--- src/rtl/cotm32_pkg.sv ---
`default_nettype none
// ============================================================================
//  Module      : cotm32_pkg
//  Description : Shared core types; load/store operation encoding.
//  Revision    : 1.0  initial release
// ============================================================================
package cotm32_pkg;

    typedef enum logic [3:0] {
        LSU_NONE = 4'd0,
        LSU_LB   = 4'd1,
        LSU_LH   = 4'd2,
        LSU_LW   = 4'd3,
        LSU_LBU  = 4'd4,
        LSU_LHU  = 4'd5,
        LSU_SB   = 4'd6,
        LSU_SH   = 4'd7,
        LSU_SW   = 4'd8
    } ls_op_e;

endpackage
`default_nettype wire

--- src/rtl/mem_lsu_if.sv ---
`default_nettype none
// ============================================================================
//  Module      : mem_lsu_if
//  Description : Data-memory request/response bus between LSU and memory.
//                Signal directions are named from the LSU side.
//  Revision    : 1.0  initial release
// ============================================================================
interface mem_lsu_if;

    logic        o_dmem_req;
    logic        o_dmem_we;
    logic [31:0] o_dmem_addr;
    logic [3:0]  o_dmem_be;
    logic [31:0] o_dmem_wdata;
    logic        i_dmem_gnt;
    logic        i_dmem_rvalid;
    logic [31:0] i_dmem_rdata;
    logic        i_dmem_err;

    modport master (
        output o_dmem_req, o_dmem_we, o_dmem_addr, o_dmem_be, o_dmem_wdata,
        input  i_dmem_gnt, i_dmem_rvalid, i_dmem_rdata, i_dmem_err
    );

    modport slave (
        input  o_dmem_req, o_dmem_we, o_dmem_addr, o_dmem_be, o_dmem_wdata,
        output i_dmem_gnt, i_dmem_rvalid, i_dmem_rdata, i_dmem_err
    );

endinterface
`default_nettype wire

--- src/rtl/mem_lsu.sv ---
`default_nettype none
// ============================================================================
//  Module      : mem_lsu
//  Description : Load/store unit. Aligns and issues one data-memory access per
//                op, waits for the response (with timeout), extends load data
//                and reports misalignment/access-fault traps.
//  Revision    : 1.0  initial release
// ============================================================================
module mem_lsu
    import cotm32_pkg::*;
#(
    parameter int TIMEOUT_CYCLES = 255
) (
    input  wire logic        i_clk,
    input  wire logic        i_rst_n,
    input  wire logic        i_valid,
    input  ls_op_e           i_ls_op,
    input  wire logic [31:0] i_addr,
    input  wire logic [31:0] i_wdata,
    input  wire logic        i_flush,
    output logic             o_stall,
    output logic             o_done,
    output logic [31:0]      o_rdata,
    output logic             o_t_load_misaligned,
    output logic             o_t_store_misaligned,
    output logic             o_t_load_fault,
    output logic             o_t_store_fault,
    mem_lsu_if.master        dmem
);

    // Last WAIT count value before the access is declared faulted.
    localparam logic [7:0] c_TO_LAST = 8'(TIMEOUT_CYCLES - 1);

    typedef enum logic [1:0] {
        S_IDLE = 2'd0,
        S_REQ  = 2'd1,
        S_WAIT = 2'd2,
        S_RESP = 2'd3
    } state_e;

    state_e      r_state, w_next;
    ls_op_e      r_op;
    logic [31:0] r_addr, r_wdata, r_rdata;
    logic [3:0]  r_be;
    logic [7:0]  r_cnt;
    logic        r_kill, r_mis, r_fault;

    logic        w_mem_op, w_mis, w_ld, w_set_kill, w_end_wait, w_timeout;
    logic        w_r_load, w_r_store;
    logic [3:0]  w_be_in;
    logic [31:0] w_wd_in, w_lane, w_ext;

    // Decode the incoming op: alignment, lane enables and replicated store data.
    always_comb begin
        w_mem_op = i_valid && (i_ls_op != LSU_NONE);
        w_mis    = 1'b0;
        w_be_in  = 4'b1111;
        w_wd_in  = 32'd0;
        case (i_ls_op)
            LSU_LB, LSU_LBU: w_be_in = 4'b0001 << i_addr[1:0];
            LSU_SB: begin
                w_be_in = 4'b0001 << i_addr[1:0];
                w_wd_in = {4{i_wdata[7:0]}};
            end
            LSU_LH, LSU_LHU: begin
                w_mis   = i_addr[0];
                w_be_in = i_addr[1] ? 4'b1100 : 4'b0011;
            end
            LSU_SH: begin
                w_mis   = i_addr[0];
                w_be_in = i_addr[1] ? 4'b1100 : 4'b0011;
                w_wd_in = {2{i_wdata[15:0]}};
            end
            LSU_LW: w_mis = (i_addr[1:0] != 2'b00);
            LSU_SW: begin
                w_mis   = (i_addr[1:0] != 2'b00);
                w_wd_in = i_wdata;
            end
            default: ;
        endcase
    end

    // Next-state logic and all outputs derived from the latched op.
    always_comb begin
        w_next     = r_state;
        w_ld       = 1'b0;
        w_set_kill = 1'b0;
        w_end_wait = 1'b0;
        w_timeout  = 1'b0;
        w_r_load   = r_op inside {LSU_LB, LSU_LH, LSU_LW, LSU_LBU, LSU_LHU};
        w_r_store  = r_op inside {LSU_SB, LSU_SH, LSU_SW};
        o_stall    = 1'b0;
        case (r_state)
            S_IDLE: begin
                o_stall = w_mem_op && i_rst_n;
                if (w_mem_op) begin
                    w_ld   = 1'b1;
                    w_next = w_mis ? S_RESP : S_REQ;
                end
            end
            S_REQ: begin
                o_stall = 1'b1;
                if (dmem.i_dmem_gnt) begin
                    w_next     = S_WAIT;
                    w_set_kill = i_flush;
                end else if (i_flush) begin
                    w_next = S_IDLE;
                end
            end
            S_WAIT: begin
                o_stall = 1'b1;
                if (dmem.i_dmem_rvalid || (r_cnt == c_TO_LAST)) begin
                    w_end_wait = 1'b1;
                    w_timeout  = !dmem.i_dmem_rvalid;
                    // A killed access drains silently once the bus answers.
                    w_next     = (r_kill || i_flush) ? S_IDLE : S_RESP;
                end else begin
                    w_set_kill = i_flush;
                end
            end
            S_RESP:  w_next = S_IDLE;
            default: w_next = S_IDLE;
        endcase

        w_lane = r_rdata >> {r_addr[1:0], 3'b000};
        case (r_op)
            LSU_LB:  w_ext = {{24{w_lane[7]}}, w_lane[7:0]};
            LSU_LBU: w_ext = {24'd0, w_lane[7:0]};
            LSU_LH:  w_ext = {{16{w_lane[15]}}, w_lane[15:0]};
            LSU_LHU: w_ext = {16'd0, w_lane[15:0]};
            LSU_LW:  w_ext = w_lane;
            default: w_ext = 32'd0;
        endcase

        o_done               = (r_state == S_RESP) && !i_flush;
        o_rdata              = (o_done && w_r_load && !r_fault && !r_mis) ? w_ext : 32'd0;
        o_t_load_misaligned  = o_done && r_mis   && w_r_load;
        o_t_store_misaligned = o_done && r_mis   && w_r_store;
        o_t_load_fault       = o_done && r_fault && w_r_load;
        o_t_store_fault      = o_done && r_fault && w_r_store;

        dmem.o_dmem_req   = (r_state == S_REQ);
        dmem.o_dmem_we    = w_r_store;
        dmem.o_dmem_addr  = {r_addr[31:2], 2'b00};
        dmem.o_dmem_be    = r_be;
        dmem.o_dmem_wdata = r_wdata;
    end

    // State register, op latch, WAIT counter, kill bit and response capture.
    always_ff @(posedge i_clk or negedge i_rst_n) begin
        if (!i_rst_n) begin
            r_state <= S_IDLE;
            r_op    <= LSU_NONE;
            r_addr  <= 32'd0;
            r_wdata <= 32'd0;
            r_rdata <= 32'd0;
            r_be    <= 4'd0;
            r_cnt   <= 8'd0;
            r_kill  <= 1'b0;
            r_mis   <= 1'b0;
            r_fault <= 1'b0;
        end else begin
            r_state <= w_next;
            if (w_ld) begin
                r_op    <= i_ls_op;
                r_addr  <= i_addr;
                r_be    <= w_be_in;
                r_wdata <= w_wd_in;
                r_mis   <= w_mis;
                r_fault <= 1'b0;
                r_rdata <= 32'd0;
            end
            if ((r_state == S_WAIT) && !w_end_wait) begin
                r_cnt <= r_cnt + 8'd1;
            end else begin
                r_cnt <= 8'd0;
            end
            if (w_set_kill) begin
                r_kill <= 1'b1;
            end else if (w_end_wait || w_ld) begin
                r_kill <= 1'b0;
            end
            if (w_end_wait) begin
                r_rdata <= dmem.i_dmem_rvalid ? dmem.i_dmem_rdata : 32'd0;
                r_fault <= w_timeout || (dmem.i_dmem_rvalid && dmem.i_dmem_err);
            end
        end
    end

endmodule
`default_nettype wire

--- src/flat_wrapper.sv ---
// flat-port wrapper written by rule: the top's interface ports become plain ports
module mem_lsu_flat import cotm32_pkg::*;
#(
    parameter int TIMEOUT_CYCLES = 255
)
  (i_clk, i_rst_n, i_valid, i_ls_op, i_addr, i_wdata, i_flush, o_stall, o_done, o_rdata, o_t_load_misaligned, o_t_store_misaligned, o_t_load_fault, o_t_store_fault, dmem_o_dmem_req, dmem_o_dmem_we, dmem_o_dmem_addr, dmem_o_dmem_be, dmem_o_dmem_wdata, dmem_i_dmem_gnt, dmem_i_dmem_rvalid, dmem_i_dmem_rdata, dmem_i_dmem_err);
  mem_lsu_if dmem_i ();
  input  wire logic i_clk;
  input  wire logic i_rst_n;
  input  wire logic i_valid;
  input  ls_op_e i_ls_op;
  input  wire logic [31:0] i_addr;
  input  wire logic [31:0] i_wdata;
  input  wire logic i_flush;
  output logic o_stall;
  output logic o_done;
  output logic [31:0] o_rdata;
  output logic o_t_load_misaligned;
  output logic o_t_store_misaligned;
  output logic o_t_load_fault;
  output logic o_t_store_fault;
  output wire logic [$bits(dmem_i.o_dmem_req)-1:0] dmem_o_dmem_req;
  output wire logic [$bits(dmem_i.o_dmem_we)-1:0] dmem_o_dmem_we;
  output wire logic [$bits(dmem_i.o_dmem_addr)-1:0] dmem_o_dmem_addr;
  output wire logic [$bits(dmem_i.o_dmem_be)-1:0] dmem_o_dmem_be;
  output wire logic [$bits(dmem_i.o_dmem_wdata)-1:0] dmem_o_dmem_wdata;
  input wire logic [$bits(dmem_i.i_dmem_gnt)-1:0] dmem_i_dmem_gnt;
  input wire logic [$bits(dmem_i.i_dmem_rvalid)-1:0] dmem_i_dmem_rvalid;
  input wire logic [$bits(dmem_i.i_dmem_rdata)-1:0] dmem_i_dmem_rdata;
  input wire logic [$bits(dmem_i.i_dmem_err)-1:0] dmem_i_dmem_err;
  assign dmem_o_dmem_req = dmem_i.o_dmem_req;
  assign dmem_o_dmem_we = dmem_i.o_dmem_we;
  assign dmem_o_dmem_addr = dmem_i.o_dmem_addr;
  assign dmem_o_dmem_be = dmem_i.o_dmem_be;
  assign dmem_o_dmem_wdata = dmem_i.o_dmem_wdata;
  assign dmem_i.i_dmem_gnt = dmem_i_dmem_gnt;
  assign dmem_i.i_dmem_rvalid = dmem_i_dmem_rvalid;
  assign dmem_i.i_dmem_rdata = dmem_i_dmem_rdata;
  assign dmem_i.i_dmem_err = dmem_i_dmem_err;
  mem_lsu #(.TIMEOUT_CYCLES(TIMEOUT_CYCLES)) u_core (.i_clk(i_clk), .i_rst_n(i_rst_n), .i_valid(i_valid), .i_ls_op(i_ls_op), .i_addr(i_addr), .i_wdata(i_wdata), .i_flush(i_flush), .o_stall(o_stall), .o_done(o_done), .o_rdata(o_rdata), .o_t_load_misaligned(o_t_load_misaligned), .o_t_store_misaligned(o_t_store_misaligned), .o_t_load_fault(o_t_load_fault), .o_t_store_fault(o_t_store_fault), .dmem(dmem_i));
endmodule
--- config.mk ---
export PLATFORM = sky130hd
export DESIGN_NAME = mem_lsu_flat
export DESIGN_NICKNAME = d
export VERILOG_FILES = /design/src/rtl/cotm32_pkg.sv /design/src/rtl/mem_lsu_if.sv /design/src/rtl/mem_lsu.sv /design/src/flat_wrapper.sv
export SDC_FILE = /design/constraint.sdc
export NUM_CORES = 1
export LEC_CHECK = 0
export BUFFER_PORTS_ARGS = -buffer_cell sky130_fd_sc_hd__buf_2
export CORE_MARGIN = 2
export CORE_UTILIZATION = 40
export DETAILED_ROUTE_END_ITERATION = 8
export PLACE_DENSITY = 0.66
export SYNTH_ARGS = -nofsm -noshare
export SYNTH_HDL_FRONTEND = slang
export SYNTH_SLANG_ARGS = --single-unit
--- constraint.sdc ---
create_clock -name i_clk -period 2.9 [get_ports i_clk]
set_input_delay 0.435 -clock i_clk [delete_from_list [all_inputs] [get_ports i_clk]]
set_output_delay 0.435 -clock i_clk [all_outputs]
set_load 0.01 [all_outputs]
==> results.toml, run 1 <==
[status]
outcome = "complete, no violations"

[clock_network]
clk_latency_ns = 0.41
cts_setup_buffers = 0
htree_levels = 4
postCtsHoldBufs = 0
path_clk_slew_ns = 0.05
cts_tree = "yes"
clk_path_buf_depth = 2
clkSinkCount = 117
cts-resized-gates = 1
root_buffer = "clkbuf_16"
cts_buffers = 17

[routing]
vias = 5284
ant_nets = 0
drc = 0
wl_per_cell_microns = 16.1
wl_microns = 16400
vias_per_cell = 5.19
first_pass_iters = 4
drtIter0Drc = 326

[worst_setup_path]
crit_type = "flip-flop to output pin"
cp-end-kind = "output pin"
critical_path.max_stage_delay_ns = 0.50
path_buf_inv = 2
r2r_end = "u_core.dmem.o_dmem_be[2]$_DFFE_PN0P_"
critPathCapture = "o_rdata[4]"
r2r_setup_slack_ns = 0.89
path_cells = "nor3_1 -> and4bb_2 -> nand2_1 -> buf_4 -> a211oi_1 -> buf_2"
arrival_ns = 2.28
path_depth = 6
critPathMaxFanout = 31
cp_slowest_cell = "dfrtp_1"
r2r_start = "u_core.r_state[0]$_DFFE_PN0P_"
required_ns = 2.47
worstSetupStartpoint = "u_core.r_op[1]$_DFFE_PN0P_"
cp-start-kind = "flip-flop"
r2r_cells = 5
cp_top_family = "simple AND/OR/NAND/NOR gates"

[cells_and_area]
area_growth_syn_to_layout_pct = 26.7
layout-drive-gt1-share = 0.345
nNetsFinal = 933
nFillCells = 1463
post-route-util = 0.513
antenna_cells = 0
multi_input_comb_area_sq_mm = 0.00269
seq_area_sq_mm = 0.00293

[grt]
grt_max_degree = 118
grt_antenna_before_repair = 0
grt_pass1_wl_microns = 26400
grt_usage = 0.206
first_global_vias = 5118
grt_overflow_total = 0

[floorplanning]
initial_core_util = 0.405
die_area_sq_mm = 0.0162
die_y_microns = 127
core_area_sq_mm = 0.0150
io_pins = 215
rows = 45
die_w_microns = 127

[synthesis]
synth_cell_types = 53
mappedNetlistArea_sq_mm = 0.00609
yosysSeqAreaShare = 0.481
synth_flop_cell = "dfrtp_1"
ys_async_sr_fraction = 1.00
synth_edf_count = 0
synth_cells = 644
ys_seq_elements = 117
yosys_warnings = 0
syn_avg_cell_area_sq_um = 9.45

[sta]
slew_headroom = 0.559
worst_slew_pin_slew_ns = 0.661
finClkSkew_ns = 0.00688
setup_ws_ns = 0.190
hold_viol_final = 0
rsz0062_at_grt = "false"
timing.final.crit_share = 0.935
hold_ws_ns = 0.140
min_period_ns = 2.71
max_freq_mhz = 369
final_max_slew_viol_count = 0
setup_tns_ns = 0
finalSetupViolations = 0

[worst_hold_path]
hold_class = "input port to asynchronous set/reset pin"

[power]
p_leak_nw = 3.93
pwr_density_cell_mw_per_mm2 = 1040
vdd_drop_max_mv = 0.480
finalPower_mw = 7.99

[placement]
place_ws_ns = 0.363
place_congestion = 0.863
dpl.hpwl_microns = 11500
port_buffers = 212

[run]
maxCapViolations = 0
-- cell usage after synthesis (8+ instances only) --
cell        n  area (sq um)
buf_4      34           255
nand2_1   131           492
a21oi_1    33           165
and2_1     10          62.6
ha_1        8           100
nor2b_1    11          68.8
mux2i_1    11           110
mux2_2     16           180
a211oi_1   14           105
clkbuf_1   12          45.0
a221oi_1   25           219
a22o_1     40           350
nor2_1     73           274
dfrtp_1   117          2930
o21ai_0    12          60.1
buf_2      23           115
-- worst register-to-register path: cells and delay by family, from the launching register on --
| family | cells | cell delay [ns] |
|---|---|---|
| compound gates | 1 | 0.13 |
| flops | 1 | 0.41 |
| fa+ha+maj | 1 | 0.22 |
| simple gates | 2 | 0.97 |
| buf+inv | 1 | 0.14 |
-- cell usage in the layout, fill, tap and decap left out, types with 2 or more instances in the layout --
cell type,n
a211oi_1,14
a21o_1,2
a21oi_1,33
a221oi_1,25
a22o_1,40
a22oi_1,2
and2_1,10
and3_1,4
buf_12,3
buf_2,211
buf_4,16
bufinv_16,3
clkbuf_1,3
clkbuf_16,17
clkbuf_8,3
clkinv_2,4
clkinvlp_4,2
conb_1,2
dfrtp_1,117
ha_1,8
inv_1,7
mux2_2,16
mux2i_1,11
nand2_1,131
nand3_1,4
nand3b_1,3
nand4_1,2
nand4b_1,2
nor2_1,73
nor2b_1,11
nor3_1,3
nor3b_1,2
nor4b_1,2
o21ai_0,12
o21bai_1,3
or3b_2,2
xor2_1,7
-- worst min-delay path by stage --
stage / startpoint / to / slack (ns)
2_1_floorplan: i_rst_n / u_core.dmem.o_dmem_be[0]$_DFFE_PN0P_ / 0.14
3_3_place_gp: u_core.r_addr[31]$_DFFE_PN0P_ / u_core.r_addr[31]$_DFFE_PN0P_ / 0.45
3_5_place_dp: u_core.r_addr[14]$_DFFE_PN0P_ / u_core.r_addr[14]$_DFFE_PN0P_ / 0.46
4_1_cts: i_rst_n / u_core.r_rdata[28]$_DFFE_PN0P_ / 0.18
5_1_grt: i_rst_n / u_core.r_rdata[28]$_DFFE_PN0P_ / 0.18
6_report: i_rst_n / u_core.r_fault$_DFFE_PN0P_ / 0.14
-- layer usage --
layer,global-route usage,routed length (microns),up-vias,part of all wire
li1,-,-,2554,-
met1,0.277,7280,2508,0.44
met2,0.322,7690,206,0.47
met3,0.0649,1240,16,0.076
met4,0.0627,204,0,0.012
met5,0,0,-,0
-- cells by family (layout without fill, tap and decap cells) --
family | count (synthesis) | in the layout | share of synthesized area
buf+inv | 83 | 269 | 0.0806
xor+xnor | 8 | 8 | 0.0115
flops | 117 | 117 | 0.481
mux | 28 | 28 | 0.0495
simple gates | 261 | 261 | 0.192
compound gates | 138 | 138 | 0.169
fa+ha+maj | 8 | 8 | 0.0164
other cells | 1 | 2 | 0.000616
-- metrics by stage --
stage,instance area [sq um],cells
3_5_place_dp,7100,987
4_1_cts,7710,1019
6_report,7710,1019
2_1_floorplan,6090,645
3_3_place_gp,7100,987
5_1_grt,7710,1019
-- power by group --
group | switching, mW | internal [mW]
Clock | 0.716 | 1.41
Sequential | 0.540 | 2.37
Combinational | 1.66 | 1.30
-- flip-flops by register name (all words and copies together) (netlist names) --
register	cells
u_core.dmem.o_dmem_be	4
u_core.dmem.o_dmem_wdata	32
u_core.r_addr	32
u_core.r_cnt	8
u_core.r_fault	1
u_core.r_kill	1
u_core.r_mis	1
u_core.r_op	4
u_core.r_rdata	32
u_core.r_state	2
-- layout make-up --
type / count / share of cell area
sequential: 117 / 0.380
multi-input combinational: 445 / 0.348
timing repair buffer: 230 / 0.160
clock buffer: 23 / 0.0620
tap: 188 / 0.0305
clock inverter: 9 / 0.0162
inverter: 7 / 0.00341
Note: power is estimated with default switching activity, not from simulation.
==> inputs of run 2 (changes only) <==
--- a/config.mk
+++ b/config.mk
@@ -10,5 +10,6 @@
 export CORE_UTILIZATION = 40
 export DETAILED_ROUTE_END_ITERATION = 8
-export PLACE_DENSITY = 0.66
+export GPL_TIMING_DRIVEN = 1
+export PLACE_DENSITY_LB_ADDON = 0.15
 export SYNTH_ARGS = -nofsm -noshare
 export SYNTH_HDL_FRONTEND = slang
==> constraint.sdc (replaced) <==
create_clock -name i_clk -period 2.9 [get_ports i_clk]
set_input_delay 0.435 -clock i_clk [delete_from_list [all_inputs] [get_ports i_clk]]
set_output_delay 0.435 -clock i_clk [all_outputs]
set_load 0.05 [all_outputs]
==> results.toml, run 2 (synthesis gave the netlist of run 1 again) <==
[floorplanning]
rows = 45
die_y_microns = 127
core_area_sq_mm = 0.0150
initial_core_util = 0.405
die_w_microns = 127
io_pins = 215
die_area_sq_mm = 0.0162

[sta]
finalSetupViolations = 0
rsz0062_at_grt = "true"
worst_slew_pin_slew_ns = 0.614
min_period_ns = 2.82
max_freq_mhz = 354
final_max_slew_viol_count = 0
slew_headroom = 0.591
finClkSkew_ns = 0.00763
hold_viol_final = 0
timing.final.crit_share = 0.973
hold_ws_ns = 0.215
setup_ws_ns = 0.0773

[worst_setup_path]
arrival_ns = 2.39
worstSetupStartpoint = "u_core.r_addr[0]$_DFFE_PN0P_"
required_ns = 2.47
cp-start-kind = "flip-flop"
cp-end-kind = "output pin"
critPathMaxFanout = 9
crit_type = "flip-flop to output pin"
r2r_start = "u_core.r_state[0]$_DFFE_PN0P_"

[routing]
ant_nets = 0
vias = 5324
wl_microns = 17100
drtIter0Drc = 223
first_pass_iters = 4
drc = 0
wl_per_cell_microns = 16.7
vias_per_cell = 5.22

[grt]
grt_overflow_total = 0
grt_pass1_wl_microns = 27500
grt_usage = 0.215
grt_max_degree = 49
first_global_vias = 5267
grt_antenna_before_repair = 0

[run]
maxCapViolations = 0

[cells_and_area]
area_growth_syn_to_layout_pct = 27.3
final_common_cell = "buf_2"
layout-drive-gt1-share = 0.363
antenna_cells = 0
seq_area_sq_mm = 0.00293
nFillCells = 1457
layout_common_cells = "buf_2, nand2_1, dfrtp_1, nor2_1, a22o_1"
multi_input_comb_area_sq_mm = 0.00276
nNetsFinal = 934
post-route-util = 0.515

[placement]
dpl.hpwl_microns = 12200
place_congestion = 0.888
place_ws_ns = 0.204
port_buffers = 212

[power]
pwr_density_cell_mw_per_mm2 = 1220
vdd_drop_max_mv = 0.758
p_leak_nw = 3.92

[clock_network]
path_clk_slew_ns = 0.05
htree_levels = 4
root_buffer = "clkbuf_16"
cts_buffers = 17
clk_latency_ns = 0.41
clk_path_buf_depth = 2
clkSinkCount = 117
cts_tree = "yes"
cts_setup_buffers = 0

[worst_hold_path]
hold_class = "input port to flip-flop"
hp-start = "i_addr[28]"

[status]
outcome = "complete, no violations"
run 2: path summary, 6_finish.rpt:
path | end | slack (ns) | cells past startpoint
setup / recovery | o_rdata[17] | 0.08 | 5
hold / removal | u_core.r_addr[28]$_DFFE_PN0P_ | 0.22 | 3
setup reg to reg | u_core.dmem.o_dmem_be[0]$_DFFE_PN0P_ | 0.83 | 6
hold reg to reg | u_core.r_addr[31]$_DFFE_PN0P_ | 0.47 | 2
max in group asynchronous | u_core.r_addr[30]$_DFFE_PN0P_ | 1.44 | 3
min in group asynchronous | u_core.r_rdata[27]$_DFFE_PN0P_ | 0.50 | 2
run 2: worst max-delay path, cell delays in order, from the launching register on:
cell,delay (ns)
dfrtp_1,0.47
or3b_2,0.51
a21oi_2,0.29
o31ai_4,0.15
a21oi_1,0.27
clkbuf_4,0.29
run 2: report_power, final:
group / internal (mW) / total (mW) / switching [mW]
sequential: 2.37 / 2.95 / 0.580
combinational: 1.30 / 4.46 / 3.16
clock: 1.28 / 2.04 / 0.756
run 2: layer usage:
layer	vias up	global-route usage	routed length, microns
li1	2554	-	-
met1	2564	0.273	7500
met2	190	0.348	8000
met3	16	0.0754	1310
met4	0	0.0595	276
met5	-	0	0
run 2: final cells by class:
class,count,area share
sequential,117,0.378
clock buffer,19,0.0572
multi-input combinational,446,0.357
inverter,7,0.00339
tap,188,0.0304
clock inverter,13,0.0173
timing repair buffer,230,0.157
run 2: stage by stage:
step	area, sq um	TNS (ns)	power, mW	std cells
floorplan	6130	-0.116	6.56	645
global placement	7120	0	7.32	986
detailed placement	7120	0	7.40	986
CTS	7710	0	9.51	1019
global route	7750	0	10.0	1020
finish	7750	0	9.44	1020
run 2: repair_timing:
action | CTS | global route
endpoints found under the hold margin | 27 | 0
endpoints found under the setup margin | 17 | 15
resized for setup | 2 | 5
hold buffers | 1 | 0
pin swaps | 0 | 1
cloned | 0 | 1
